**config.mk**
```make
export PLATFORM = sky130hd
export DESIGN_NAME = reg_out_fifo_flat
export DESIGN_NICKNAME = d
export VERILOG_FILES = /design/src/rtl/reg_out_fifo_if.sv /design/src/rtl/reg_out_fifo.sv /design/src/flat_wrapper.sv
export SDC_FILE = /design/constraint.sdc
export NUM_CORES = 1
export LEC_CHECK = 0
export CORE_AREA = 2 2 94 96
export DETAILED_ROUTE_END_ITERATION = 8
export DIE_AREA = 0 0 96 98
export PLACE_DENSITY = 0.66
export SETUP_SLACK_MARGIN = 0.05
export SYNTH_ARGS = -nofsm -noshare
export SYNTH_HDL_FRONTEND = slang
export SYNTH_SLANG_ARGS = --single-unit
```
**constraint.sdc**
```tcl
create_clock -name clk -period 2.75 [get_ports clk]
set_clock_uncertainty 0.2 [all_clocks]
set_input_delay 0.6875 -clock clk [delete_from_list [all_inputs] [get_ports clk]]
set_output_delay 0.6875 -clock clk [all_outputs]
set_load 0.1 [all_outputs]
```
**src/rtl/reg_out_fifo_if.sv**
```systemverilog
// Handshake bundle between the register-output FIFO and its neighbours.
// Combinational wires only, so it adds no latency.
// Backpressure is carried by in_ready (to upstream) and out_ready (from downstream).
interface reg_out_fifo_if #(
    parameter int N     = 10,
    parameter int DEPTH = 8
);
    localparam int CW = $clog2(DEPTH) + 1;

    logic          in_valid;
    logic [N-1:0]  in_data;
    logic          in_ready;
    logic          out_valid;
    logic [N-1:0]  out_data;
    logic          out_ready;
    logic [CW-1:0] count;
    logic          overflow;

    // FIFO side: accepts words from upstream and presents the head downstream
    modport slave (
        input  in_valid, in_data, out_ready,
        output in_ready, out_valid, out_data, count, overflow
    );

    // Environment side: produces words and consumes the head
    modport master (
        output in_valid, in_data, out_ready,
        input  in_ready, out_valid, out_data, count, overflow
    );
endinterface

```
**src/rtl/reg_out_fifo.sv**
```systemverilog
// Synchronous first-word-fall-through FIFO capturing register output words.
// Latency: a word written at edge k is visible at the head in cycle k+1.
// Backpressure: in_ready drops when full; offered words are dropped and flagged.
module reg_out_fifo #(
    parameter int N     = 10,
    parameter int DEPTH = 8
) (
    input  logic          clk,
    input  logic          rst,
    reg_out_fifo_if.slave bus
);
    localparam int AW = $clog2(DEPTH);
    localparam int CW = AW + 1;

    logic [N-1:0]  mem_q [DEPTH];
    logic [AW-1:0] wr_ptr_q, wr_ptr_d;
    logic [AW-1:0] rd_ptr_q, rd_ptr_d;
    logic [CW-1:0] count_q, count_d;
    logic          overflow_q, overflow_d;

    logic full;
    logic empty;
    logic wr_en;
    logic rd_en;

    // Occupancy is held in a separate counter so full and empty never alias
    assign full  = (count_q == CW'(DEPTH));
    assign empty = (count_q == '0);

    // A full FIFO refuses writes even when a read frees a slot the same cycle
    assign wr_en = bus.in_valid  && !full;
    assign rd_en = bus.out_ready && !empty;

    // Next-state for pointers, occupancy and the sticky overflow flag
    always_comb begin
        wr_ptr_d   = wr_ptr_q;
        rd_ptr_d   = rd_ptr_q;
        count_d    = count_q;
        overflow_d = overflow_q;
        if (wr_en) begin
            wr_ptr_d = wr_ptr_q + 1'b1;
        end
        if (rd_en) begin
            rd_ptr_d = rd_ptr_q + 1'b1;
        end
        if (wr_en && !rd_en) begin
            count_d = count_q + 1'b1;
        end else if (rd_en && !wr_en) begin
            count_d = count_q - 1'b1;
        end
        if (bus.in_valid && full) begin
            overflow_d = 1'b1;
        end
    end

    // Control state; reset discards contents and overrides any handshake
    always_ff @(posedge clk) begin
        if (rst) begin
            wr_ptr_q   <= '0;
            rd_ptr_q   <= '0;
            count_q    <= '0;
            overflow_q <= 1'b0;
        end else begin
            wr_ptr_q   <= wr_ptr_d;
            rd_ptr_q   <= rd_ptr_d;
            count_q    <= count_d;
            overflow_q <= overflow_d;
        end
    end

    // Storage is never cleared; only the pointers define what is valid
    always_ff @(posedge clk) begin
        if (wr_en && !rst) begin
            mem_q[wr_ptr_q] <= bus.in_data;
        end
    end

    // Status and head are derived from registered state only
    assign bus.in_ready  = !full;
    assign bus.out_valid = !empty;
    assign bus.out_data  = empty ? '0 : mem_q[rd_ptr_q];
    assign bus.count     = count_q;
    assign bus.overflow  = overflow_q;
endmodule
```
**src/flat_wrapper.sv**
```systemverilog
// flat-port wrapper written by rule: the top's interface ports become plain ports
module reg_out_fifo_flat 
#(
    parameter int N     = 10,
    parameter int DEPTH = 8
)
  (clk, rst, bus_in_valid, bus_in_data, bus_out_ready, bus_in_ready, bus_out_valid, bus_out_data, bus_count, bus_overflow);
  reg_out_fifo_if #(.N(N), .DEPTH(DEPTH)) bus_i ();
  input  logic clk;
  input  logic rst;
  input wire logic [$bits(bus_i.in_valid)-1:0] bus_in_valid;
  input wire logic [$bits(bus_i.in_data)-1:0] bus_in_data;
  input wire logic [$bits(bus_i.out_ready)-1:0] bus_out_ready;
  output wire logic [$bits(bus_i.in_ready)-1:0] bus_in_ready;
  output wire logic [$bits(bus_i.out_valid)-1:0] bus_out_valid;
  output wire logic [$bits(bus_i.out_data)-1:0] bus_out_data;
  output wire logic [$bits(bus_i.count)-1:0] bus_count;
  output wire logic [$bits(bus_i.overflow)-1:0] bus_overflow;
  assign bus_i.in_valid = bus_in_valid;
  assign bus_i.in_data = bus_in_data;
  assign bus_i.out_ready = bus_out_ready;
  assign bus_in_ready = bus_i.in_ready;
  assign bus_out_valid = bus_i.out_valid;
  assign bus_out_data = bus_i.out_data;
  assign bus_count = bus_i.count;
  assign bus_overflow = bus_i.overflow;
  reg_out_fifo #(.N(N), .DEPTH(DEPTH)) u_core (.clk(clk), .rst(rst), .bus(bus_i));
endmodule
```
; Word-level counts from Yosys, hierarchy flattened
; Memory sizes are Yosys's and may differ from the RTL's. A register that Yosys moved wholly into a read port is not among the register bits.
; Cells that the tools add are included.
[totals]
romBits = 0
latch_bits = 0
inputBits = 14
ff_bits = 11
ram_bits = 80
out_inout_bits = 17
n_memories = 1
[memory_table]
columns = name, words, word_bits, rd, rd_ports_with_merged_regs, wr, line_no
row1 = u_core.mem_q, 8, 10, 1, 1, 1, reg_out_fifo.sv:15  ; logic [N-1:0] mem_q [DEPTH];
[op_classes]
n_shift = 0
n_eq_ne = 1
n_mul = 0
n_reduce_logical = 13
div_mod_pow = 0
bitwise_logic = 0
magnitude_cmp = 0
muxes = 7
add_sub_neg = 4
[ops]
columns = operator, n
row1 = 2-to-1 mux 10 bit, 1
row2 = 2-to-1 mux 4 bit, 2
row3 = "adder 3 x 1 -> 3 bit, second input constant", 2
row4 = logical AND 1 bit, 6
row5 = 2-to-1 mux 3 bit, 2
row6 = zero test 1 bit, 5
row7 = "adder 4 x 1 -> 4 bit, second input constant", 1
row8 = "== test 4 bit, second input constant", 1
row9 = zero test 4 bit, 1
row10 = "subtractor 4 x 1 -> 4 bit, second input constant", 1
row11 = 2-to-1 mux 1 bit, 2
row12 = nonzero test 2 bit, 1

; Longest topological paths before layout
; Gate-level depths: netlist (run 1).
[logic_depth]
word_depth = 7
mapped_depth = 10
depth_no_buf = 10

; Worst setup path before layout (run 1)
; Ideal clock, no wire load.
[synth_timing]
kind = reg-to-output
start = register u_core.count_q[0], in the netlist u_core.bus.count[0]
end = output port bus_out_data[0]
required_ns = 1.862
stages_incl_launch_ff = 4
path_slack_ns = -0.903
arrival_time_ns = 2.766
cell_sequence = dfxtp_1 > nor4_1 > clkbuf_1 > nor2_1
[synth_via]
elab_chain_cells = 2
[synth_rtl]
columns = element, line_no
row1 = "start, declared", reg_out_fifo.sv:18  ; logic [CW-1:0] count_q, count_d;
row2 = "start signal, assigned", reg_out_fifo.sv:66  ; count_q <= count_d;
row3 = zero test 4 bit, reg_out_fifo.sv:28  ; assign empty = (count_q == '0);
row4 = 2-to-1 mux 10 bit, reg_out_fifo.sv:81  ; assign bus.out_data = empty ? '0 : mem_q[rd_ptr_q];
row5 = "end, declared", flat_wrapper.sv:16  ; output wire logic [$bits(bus_i.out_data)-1:0] bus_out_data;
; Every way passes these cells.

==> summary.md, run 1 <==
| Metric | Value |
|---|---|
| Wire length per cell | `18.6 µm` |
| Main synth FF type | `edfxtp_1` |
| Post-synth EDFFs | `80` |
| Cells after Synth | `204` |
| Vias in the first global route | `2010` |
| TritonCTS clock tree | `done` |
| FFs w/ async S/R, synth | `0` |
| Hold Path Sink | `u_core.bus.overflow$_SDFFE_PP0P_` |
| CP cell instances | `buf_12, mux4_2, mux2i_2, nor2_4, buf_12` |
| First-pass GRT wire length | `10700 µm` |
| R2R setup slack | `0.19 ns` |
| CTS Buf Count | `9` |
| Number of antenna violations at the first check in global routing | `0` |
| Ant diodes | `0` |
| Yosys reg bits | `94` |
| Max Slew Vio Count | `0` |
| Crit Reg-Reg Startpoint | `u_core.bus.count[2]$_SDFFE_PP0P_` |
| Mapped Nets | `224` |
| Number of distinct library cells after synthesis | `31` |
| Clk Latency, worst-skew pair | `0.34 ns` |
| Largest net degree at the start of global routing | `21` |
| Total grt overflow | `0` |
| Area delta synth->final | `29.7%` |
| FF-to-FF End | `u_core.bus.count[3]$_SDFFE_PP0P_` |
| Run status | `completed` |
| Clock Sink Count | `94` |
| Routed WL | `6900 µm` |
| CP max FO | `11` |
| Clk slew on worst S/H paths | `0.08 ns` |
| Port buffer count | `30` |
| Maxcap violations | `0` |
| IO Count | `31` |
| GRT Util Overall | `0.159` |
| Commonest cells after routing, fill and taps aside | `edfxtp_1 (80), buf_4 (26), mux4_2 (20), nor2_1 (14)` |
| Final min period | `2.74 ns` |
| Least-Margin Pin Slew | `0.332 ns` |
| R2R cell count | `10` |
| Slowest CP cell | `mux4_2` |
| Most frequent CP cell | `buf_12` |
| WP buf/inv | `2` |
| Crit path required time | `1.86 ns` |
| Min-Delay Path Depth | `2` |
| Fraction of the yosys area taken by sequential cells | `0.723` |
| H-tree depth | `3` |
| DRT Pass-1 Iters | `4` |
| DRC viols | `0` |
| Initial core utilization | `0.438` |
| Root Buffer | `clkbuf_8` |
| Via count | `1934` |
| Final nets | `278` |
| DR vias/cell | `5.21` |
| CP max stage delay | `0.53 ns` |
| Clk buf depth | `2` |
| Post-route ant nets | `0` |
| Crit share post-route | `0.997` |
| PnR worst setup slack | `0.00827 ns` |
| Critical Path Start Type | `flop` |
| Initial drt markers | `53` |
| Final setup fails | `0` |
| Setup CP Type | `flop to output pin` |
| Final Hold Vio Count | `0` |
| Worst Hold Class | `flop to flop` |
| Detailed Place HPWL | `4390 µm` |
| Die span in x | `96 µm` |
| Layout cells sized above 1 | `0.418` |
| Die area | `9410 µm²` |
| Top Family by Delay on Critical Path | `multiplexers` |
| Placer Congestion | `0.771` |
| GRT met2 Usage | `0.255` |
| DIE HEIGHT | `98 µm` |
| Row cnt | `34` |
| CP Data Arrival Time | `1.85 ns` |
| Peak Freq | `365 MHz` |
| Core Area | `8470 µm²` |
| RSZ-0062 raised after global routing | `yes` |
| Nature of the critical path endpoint | `output pin` |
| Layer with the highest usage | `met2` |
| GRT met1 Usage | `0.216` |
| Post-CTS setup buffer count | `0` |
| Hold_sp | `u_core.bus.overflow$_SDFFE_PP0P_` |
| Syn_area_per_cell | `18.2 µm²` |
| Met3 Use GR | `0.0285` |
| Rel. slew slack | `0.779` |
| Synth Warn # | `0` |
| Commonest non-fill, non-tap cell in the layout | `edfxtp_1` |
| Dpl ws | `-0.148 ns` |
| Synth Cell Area | `3710 µm²` |
-- how the worst max path moves through the flow --
stage	end	slack, ns	cells after the start
floorplan	u_core.bus.count[3]$_SDFFE_PP0P_	-0.15	10
global placement	u_core.bus.count[3]$_SDFFE_PP0P_	-0.10	9
detailed placement	u_core.bus.count[3]$_SDFFE_PP0P_	-0.15	9
CTS	bus_out_data[9]	-0.02	5
global route	bus_out_data[9]	-0.04	5
finish	bus_out_data[9]	0.008	5
-- through the flow --
stage,TNS (ns),hold WS [ns],utilization,instances,cell area [µm²]
floorplan,-1.45,0.254,-,204,3830
global route,-0.262,0.324,0.568,371,4810
global placement,-0.104,0.265,0.534,355,4520
detailed placement,-0.148,0.268,0.534,355,4520
finish,0,0.282,0.568,371,4810
CTS,-0.0867,0.287,0.563,371,4760
-- cell type report --
class                   instances  area (µm²)
well taps                     108         135
fillers                       661        3660
clock buffers                  12         135
multi-input cells              98        1190
flip-flops and latches         94        2700
clock inverters                 4        47.5
inverters                       3        16.3
repair buffers                 52         586
-- metal layers --
layer,wire length (µm),vias to the layer above,share of wire
met4,61,0,0.0088
li1,-,908,-
met1,3080,974,0.45
met2,3530,45,0.51
met3,231,7,0.033
met5,0,-,0
-- kinds of logic after synthesis --
logic type	Yosys count	share of synthesized area
DFF	94	0.723
muxes	32	0.154
xor gates and xnor gates	5	0.0118
adders and majority gates	6	0.0223
buffers and inverters	12	0.0135
and+or+nand+nor	46	0.0594
AOI/OAI and AO/OA	9	0.0155
-- cell usage after synthesis (all sizes together) (4+ instances only) --
| master | n | area share |
|---|---|---|
| a21oi | 5 | 0.0078 |
| clkbuf | 6 | 0.0061 |
| dfxtp | 14 | 0.076 |
| edfxtp | 80 | 0.65 |
| ha | 5 | 0.017 |
| mux2i | 11 | 0.030 |
| mux4 | 20 | 0.12 |
| nand2 | 7 | 0.0091 |
| nor2 | 24 | 0.024 |
| nor3 | 4 | 0.0054 |
-- sequential cells by signal (all words and copies together) (netlist names), named ones only --
| name | cells |
|---|---|
| u_core.wr_ptr_q | 3 |
| u_core.rd_ptr_q | 3 |
| u_core.mem_q | 80 |
| u_core.bus.count | 4 |
| u_core.bus.overflow | 1 |
-- worst register-to-register path: cells and delay by family, from the launching register on --
family | cells | cell delay [ns]
AND/OR/NAND/NOR | 2 | 0.65
adder cells (fa/ha/maj) | 2 | 0.37
AO/OA/AOI/OAI | 3 | 0.41
buffers and inverters | 2 | 0.11
multiplexers | 1 | 0.34
flip-flops | 1 | 0.38
-- what timing repair did --
| action | in CTS | in global routing |
|---|---|---|
| pin swaps | 0 | 1 |
| resized for setup | 15 | 6 |
| setup endpoints to repair | 10 | 10 |
| hold buffers | 0 | 0 |
Power of run 1 is not shown: default switching activity piles up to over one toggle a cycle in this logic, so the estimate is an artifact.
==> inputs of run 2 (changes only) <==
--- a/config.mk
+++ b/config.mk
@@ -13,3 +13,4 @@
 export SYNTH_ARGS = -nofsm -noshare
 export SYNTH_HDL_FRONTEND = slang
 export SYNTH_SLANG_ARGS = --single-unit
+export TNS_END_PERCENT = 50
==> run 2 against run 1 <==
  * Design area stayed put
  * Die area stayed put
  * Via count is 0.16% lower
  * Register-to-register slack hardly changed
  * Sequential cell count stayed put
  * Critical path depth stayed put
==> summary.md, run 2 (synthesized netlist as in run 1, its figures left out) <==
| Metric | Value |
|---|---|
| Initial core utilization | `0.438 (unchanged)` |
| First-pass GRT wire length | `10700 µm (unchanged)` |
| Vias in the first global route | `2010 (unchanged)` |
| Placer Congestion | `0.771 (unchanged)` |
| Detailed Place HPWL | `4390 µm (unchanged)` |
| DR vias/cell | `5.20 (was 5.21)` |
| Crit share post-route | `0.997 (about the same)` |
| TritonCTS clock tree | `done (unchanged)` |
| Max FFs per register | `80 (unchanged)` |
| DIE HEIGHT | `98 µm (unchanged)` |
| Multi-input combinational cell area | `1190 µm² (unchanged)` |
| Peak Freq | `365 MHz (about the same)` |
| GRT Util Overall | `0.159 (unchanged)` |
| Clk slew on worst S/H paths | `0.08 ns (about the same)` |
| Core Area | `8470 µm² (unchanged)` |
| Register Area | `2700 µm² (unchanged)` |
| CP max stage delay | `0.53 ns (about the same)` |
| Most frequent CP cell | `buf_12 (unchanged)` |
| Clk Latency, worst-skew pair | `0.34 ns (about the same)` |
| Clk buf depth | `2 (unchanged)` |
| Fill cells | `661 (unchanged)` |
| Initial drt markers | `64 (was 53)` |
| DRC viols | `0 (unchanged)` |
| Finished Layout Cells | `371 (unchanged)` |
| Via count | `1931 (was 1934)` |
| Most flop-heavy register | `u_core.mem_q (unchanged)` |
| Max Slew Vio Count | `0 (unchanged)` |
| Final setup fails | `0 (unchanged)` |
| Dpl cells | `355 (unchanged)` |
| Crit path required time | `1.86 ns (about the same)` |
| Area delta synth->final | `29.7% (unchanged)` |
| Maxcap violations | `0 (unchanged)` |
| Commonest non-fill, non-tap cell in the layout | `edfxtp_1 (unchanged)` |
| Number of antenna violations at the first check in global routing | `0 (unchanged)` |
| IO Count | `31 (unchanged)` |
| Routed WL | `6880 µm (was 6900 µm)` |
| RSZ-0062 raised after global routing | `yes (unchanged)` |
| Wire length per cell | `18.5 µm (was 18.6 µm)` |
| Rel. slew slack | `0.779 (about the same)` |
| Setup CP Type | `flop to output pin (unchanged)` |
| Post-route ant nets | `0 (unchanged)` |
| CTS Buf Count | `9 (unchanged)` |
| Final TNS setup | `0 ns (unchanged)` |
| Port buffer count | `30 (unchanged)` |
| Fin util | `0.568 (unchanged)` |
| Final min period | `2.74 ns (about the same)` |
| Slowest CP cell | `mux4_2 (unchanged)` |
| CP cell instances | `buf_12, mux4_2, mux2i_2, nor2_4, buf_12 (unchanged)` |
| Ant diodes | `0 (unchanged)` |
| Total grt overflow | `0 (unchanged)` |
| Nature of the critical path endpoint | `output pin (unchanged)` |
| Root Buffer | `clkbuf_8 (unchanged)` |
| Commonest cells after routing, fill and taps aside | `edfxtp_1 (80), buf_4 (26), mux4_2 (20), nor2_1 (14) (unchanged)` |
| Largest net degree at the start of global routing | `21 (unchanged)` |
| Critical Path Start Type | `flop (unchanged)` |
| Layout cells sized above 1 | `0.418 (unchanged)` |
| Clock Sink Count | `94 (unchanged)` |
| H-tree depth | `3 (unchanged)` |
| DRT Pass-1 Iters | `4 (unchanged)` |
| WP buf/inv | `2 (unchanged)` |
| Final nets | `278 (unchanged)` |
| CP max FO | `11 (unchanged)` |
| Post-CTS setup buffer count | `0 (unchanged)` |
| CP Data Arrival Time | `1.85 ns (about the same)` |
| Run status | `completed (unchanged)` |
| Final Hold Vio Count | `0 (unchanged)` |
| Top Family by Delay on Critical Path | `multiplexers (unchanged)` |
| Die area | `9410 µm² (unchanged)` |
| Worst Hold Class | `flop to flop (unchanged)` |
| Die span in x | `96 µm (unchanged)` |
| Row cnt | `34 (unchanged)` |
| CTS Hold Bufs | `0 (unchanged)` |
| Least-Margin Pin Slew | `0.332 ns (about the same)` |
-- run 2: per-stage QoR --
stage	hold slack (ns)	setup slack (ns)	cell area [µm²]
after floorplan	0.254	-0.155	3830
after global placement	0.265	-0.104	4520
after detailed placement	0.268	-0.148	4520
after CTS	0.287	-0.0243	4760
after global routing	0.324	-0.0431	4810
final	0.282	0.00854	4810
-- run 2: final timing paths --
kind	startpoint	to	slack, ns	cells past startpoint
setup / recovery	flop	bus_out_data[9]	0.009	5
hold / removal	u_core.bus.overflow$_SDFFE_PP0P_	u_core.bus.overflow$_SDFFE_PP0P_	0.28	2
setup reg to reg	u_core.bus.count[2]$_SDFFE_PP0P_	u_core.bus.count[3]$_SDFFE_PP0P_	0.19	10
hold reg to reg	u_core.bus.overflow$_SDFFE_PP0P_	u_core.bus.overflow$_SDFFE_PP0P_	0.28	2
-- run 2: metal layers --
metal  global-route usage  routed length, µm  vias up
li1                     -                  -      906
met1                0.216               2990      971
met2                0.255               3510       44
met3               0.0285                284       10
met4               0.0593                 93        0
met5                    0                  0        -
-- run 2: layout make-up --
class,instances,share of cell area
tap,108,0.0281
clock buffer,12,0.0281
multi-input combinational,98,0.247
inverter,3,0.00338
sequential,94,0.562
clock inverter,4,0.00989
timing repair buffer,52,0.122
-- run 2: worst reg2reg max path, cell delays in order (launching register included) --
cell and delay [ns]:
dfxtp_4 0.38, or4b_4 0.56, nand2_4 0.09, inv_4 0.04
ha_4 0.16, inv_4 0.07, ha_4 0.21, a21oi_2 0.15
a211oi_1 0.09, a31oi_1 0.17, mux2_2 0.34
-- run 2: timing repair --
| item | CTS | global route |
|---|---|---|
| pin swaps | 0 | 1 |
| endpoints found under the setup margin | 10 | 10 |
| hold endpoints to repair | 0 | 0 |
| gates cloned | 0 | 0 |
| resized for setup | 15 | 6 |
Power of run 2 is left out for the same reason.
==> inputs of run 3 (changes only) <==
--- a/config.mk
+++ b/config.mk
@@ -8,6 +8,7 @@
 export CORE_AREA = 2 2 94 96
 export DETAILED_ROUTE_END_ITERATION = 8
 export DIE_AREA = 0 0 96 98
+export GPL_TIMING_DRIVEN = 0
 export PLACE_DENSITY = 0.66
 export SETUP_SLACK_MARGIN = 0.05
 export SYNTH_ARGS = -nofsm -noshare
==> run 3 against run 2 <==
  * The flow now finishes with violations (negative setup slack)
  * Fmax down 1.0%
  * Non-clock buffer count down 3
  * Largest cell class unchanged
  * Hold slack improved by 0.010 ns
  * Design area increased by 0.91%
  * Highest routed layer unchanged
  * First-iteration DRC count rose by 91%
==> summary.md, run 3 (synthesized netlist as in run 1, its figures left out) <==
| Metric | Value |
|---|---|
| Run status | `finished with violations (was completed)` |
| Failing checks | `negative setup slack` |
| Register Area | `2700 µm² (unchanged)` |
| Worst Hold Class | `flop to flop (unchanged)` |
| Number of antenna violations at the first check in global routing | `0 (unchanged)` |
| Final setup fails | `2 (was 0)` |
| Final min period | `2.77 ns (was 2.74 ns)` |
| Setup CP Type | `flop to output pin (unchanged)` |
| Via count | `1956 (was 1931)` |
| CP max FO | `10 (was 11)` |
| Max Slew Vio Count | `0 (unchanged)` |
| Initial core utilization | `0.438 (unchanged)` |
| DRT Pass-1 Iters | `4 (unchanged)` |
| Initial drt markers | `122 (was 64)` |
| GRT Util Overall | `0.164 (was 0.159)` |
| Area delta synth->final | `30.8% (was 29.7%)` |
| Row cnt | `34 (unchanged)` |
| TritonCTS clock tree | `done (unchanged)` |
| Fin util | `0.573 (was 0.568)` |
| Core Area | `8470 µm² (unchanged)` |
| CP cell instances | `buf_12, mux4_2, mux2i_4, nor2_4, buf_12 (was buf_12, mux4_2, mux2i_2, nor2_4, buf_12)` |
| IO Count | `31 (unchanged)` |
| Rel. slew slack | `0.364 (was 0.779)` |
| Min-Delay Path Depth | `2 (unchanged)` |
| CP Depth | `5 (unchanged)` |
| Post-route ant nets | `0 (unchanged)` |
| CP max stage delay | `0.54 ns (was 0.53 ns)` |
| WP buf/inv | `2 (unchanged)` |
| Port buffer count | `30 (unchanged)` |
| Most flop-heavy register | `u_core.mem_q (unchanged)` |
| CTS Buf Count | `9 (unchanged)` |
| Die span in x | `96 µm (unchanged)` |
| Layout cells sized above 1 | `0.415 (was 0.418)` |
| Dpl cells | `348 (was 355)` |
| Clk buf depth | `2 (unchanged)` |
| First-pass GRT wire length | `11000 µm (was 10700 µm)` |
| Ant diodes | `0 (unchanged)` |
| Clk Latency, worst-skew pair | `0.35 ns (was 0.34 ns)` |
| Top Family by Delay on Critical Path | `multiplexers (unchanged)` |
| Least-Margin Pin Slew | `0.957 ns (was 0.332 ns)` |
| Crit share post-route | `1.01 (was 0.997)` |
| CP Data Arrival Time | `1.88 ns (was 1.85 ns)` |
| Clk slew on worst S/H paths | `0.09 ns (was 0.08 ns)` |
| DRC viols | `0 (unchanged)` |
| Maxcap violations | `0 (unchanged)` |
| Routed WL | `7090 µm (was 6880 µm)` |
| H-tree depth | `3 (unchanged)` |
| Final nets | `275 (was 278)` |
| Commonest non-fill, non-tap cell in the layout | `edfxtp_1 (unchanged)` |
| DIE HEIGHT | `98 µm (unchanged)` |
| Commonest cells after routing, fill and taps aside | `edfxtp_1 (80), mux4_2 (20), clkdlybuf4s50_1 (13) (was edfxtp_1 (80), buf_4 (26), mux4_2 (20), nor2_1 (14))` |
| Crit path required time | `1.86 ns (about the same)` |
| Max FFs per register | `80 (unchanged)` |
| Total grt overflow | `0 (unchanged)` |
| R2R cell count | `10 (unchanged)` |
| Largest net degree at the start of global routing | `15 (was 21)` |
| Root Buffer | `clkbuf_8 (unchanged)` |
| Critical Path Start Type | `flop (unchanged)` |
| Die area | `9410 µm² (unchanged)` |
| PnR worst setup slack | `-0.0194 ns (was 0.00854 ns)` |
| RSZ-0062 raised after global routing | `yes (unchanged)` |
| Finished Layout Cells | `368 (was 371)` |
| Peak Freq | `361 MHz (was 365 MHz)` |
| Nature of the critical path endpoint | `output pin (unchanged)` |
| Placer Congestion | `0.741 (was 0.771)` |
| Detailed Place HPWL | `4500 µm (was 4390 µm)` |
| Vias in the first global route | `2027 (was 2010)` |
| DR vias/cell | `5.32 (was 5.20)` |
| Fill cells | `645 (was 661)` |
| Most frequent CP cell | `buf_12 (unchanged)` |
| Slowest CP cell | `mux4_2 (unchanged)` |
| Multi-input combinational cell area | `1230 µm² (was 1190 µm²)` |
| Clock Sink Count | `94 (unchanged)` |
| Wire length per cell | `19.3 µm (was 18.5 µm)` |
| Final Hold Vio Count | `0 (unchanged)` |
## run 3: timing repair
item,in CTS,in global routing
resized for setup,131,9
pin swaps,1,5
hold buffers,0,0
buffers inserted,0,5
setup endpoints to repair,38,16
## run 3: final cells by class
type / instances / share of cell area
Sequential cell: 94 / 0.557
Multi-Input combinational cell: 98 / 0.254
Timing Repair Buffer: 41 / 0.101
Clock buffer: 13 / 0.0327
Tap cell: 108 / 0.0278
Buffer: 8 / 0.0155
Clock inverter: 3 / 0.00851
Inverter: 3 / 0.00387
## run 3: path summary, 6_finish.rpt
check	start	to	slack, ns
setup / recovery	flop	bus_out_data[8]	-0.02
hold / removal	u_core.bus.overflow$_SDFFE_PP0P_	u_core.bus.overflow$_SDFFE_PP0P_	0.29
setup reg to reg	u_core.bus.count[2]$_SDFFE_PP0P_	u_core.bus.count[3]$_SDFFE_PP0P_	0.11
hold reg to reg	u_core.bus.overflow$_SDFFE_PP0P_	u_core.bus.overflow$_SDFFE_PP0P_	0.29
## run 3: worst min-delay path: stages, from the launching register on
cell	delay, ns
dfxtp_1	0.34
a31oi_1	0.05
nor2_1	0.07
## run 3: per-layer routing
metal | vias to the layer above | track usage | share of wire
li1 | 902 | - | -
met1 | 1006 | 0.232 | 0.48
met2 | 39 | 0.255 | 0.48
met3 | 9 | 0.0285 | 0.027
met4 | 0 | 0.0615 | 0.021
met5 | - | 0 | 0
## run 3: through the flow
step                setup WS, ns  setup TNS [ns]  instance area, µm²  hold WS [ns]
floorplan                 -0.155           -1.45                3830         0.254
global placement           -1.57          -71.87                4270         0.252
detailed placement        -0.777          -19.15                4360         0.278
CTS                      -0.0258          -0.125                4770         0.295
global route             -0.0738          -0.539                4850         0.314
finish                   -0.0194         -0.0276                4850         0.292
Power of run 3 is left out for the same reason.
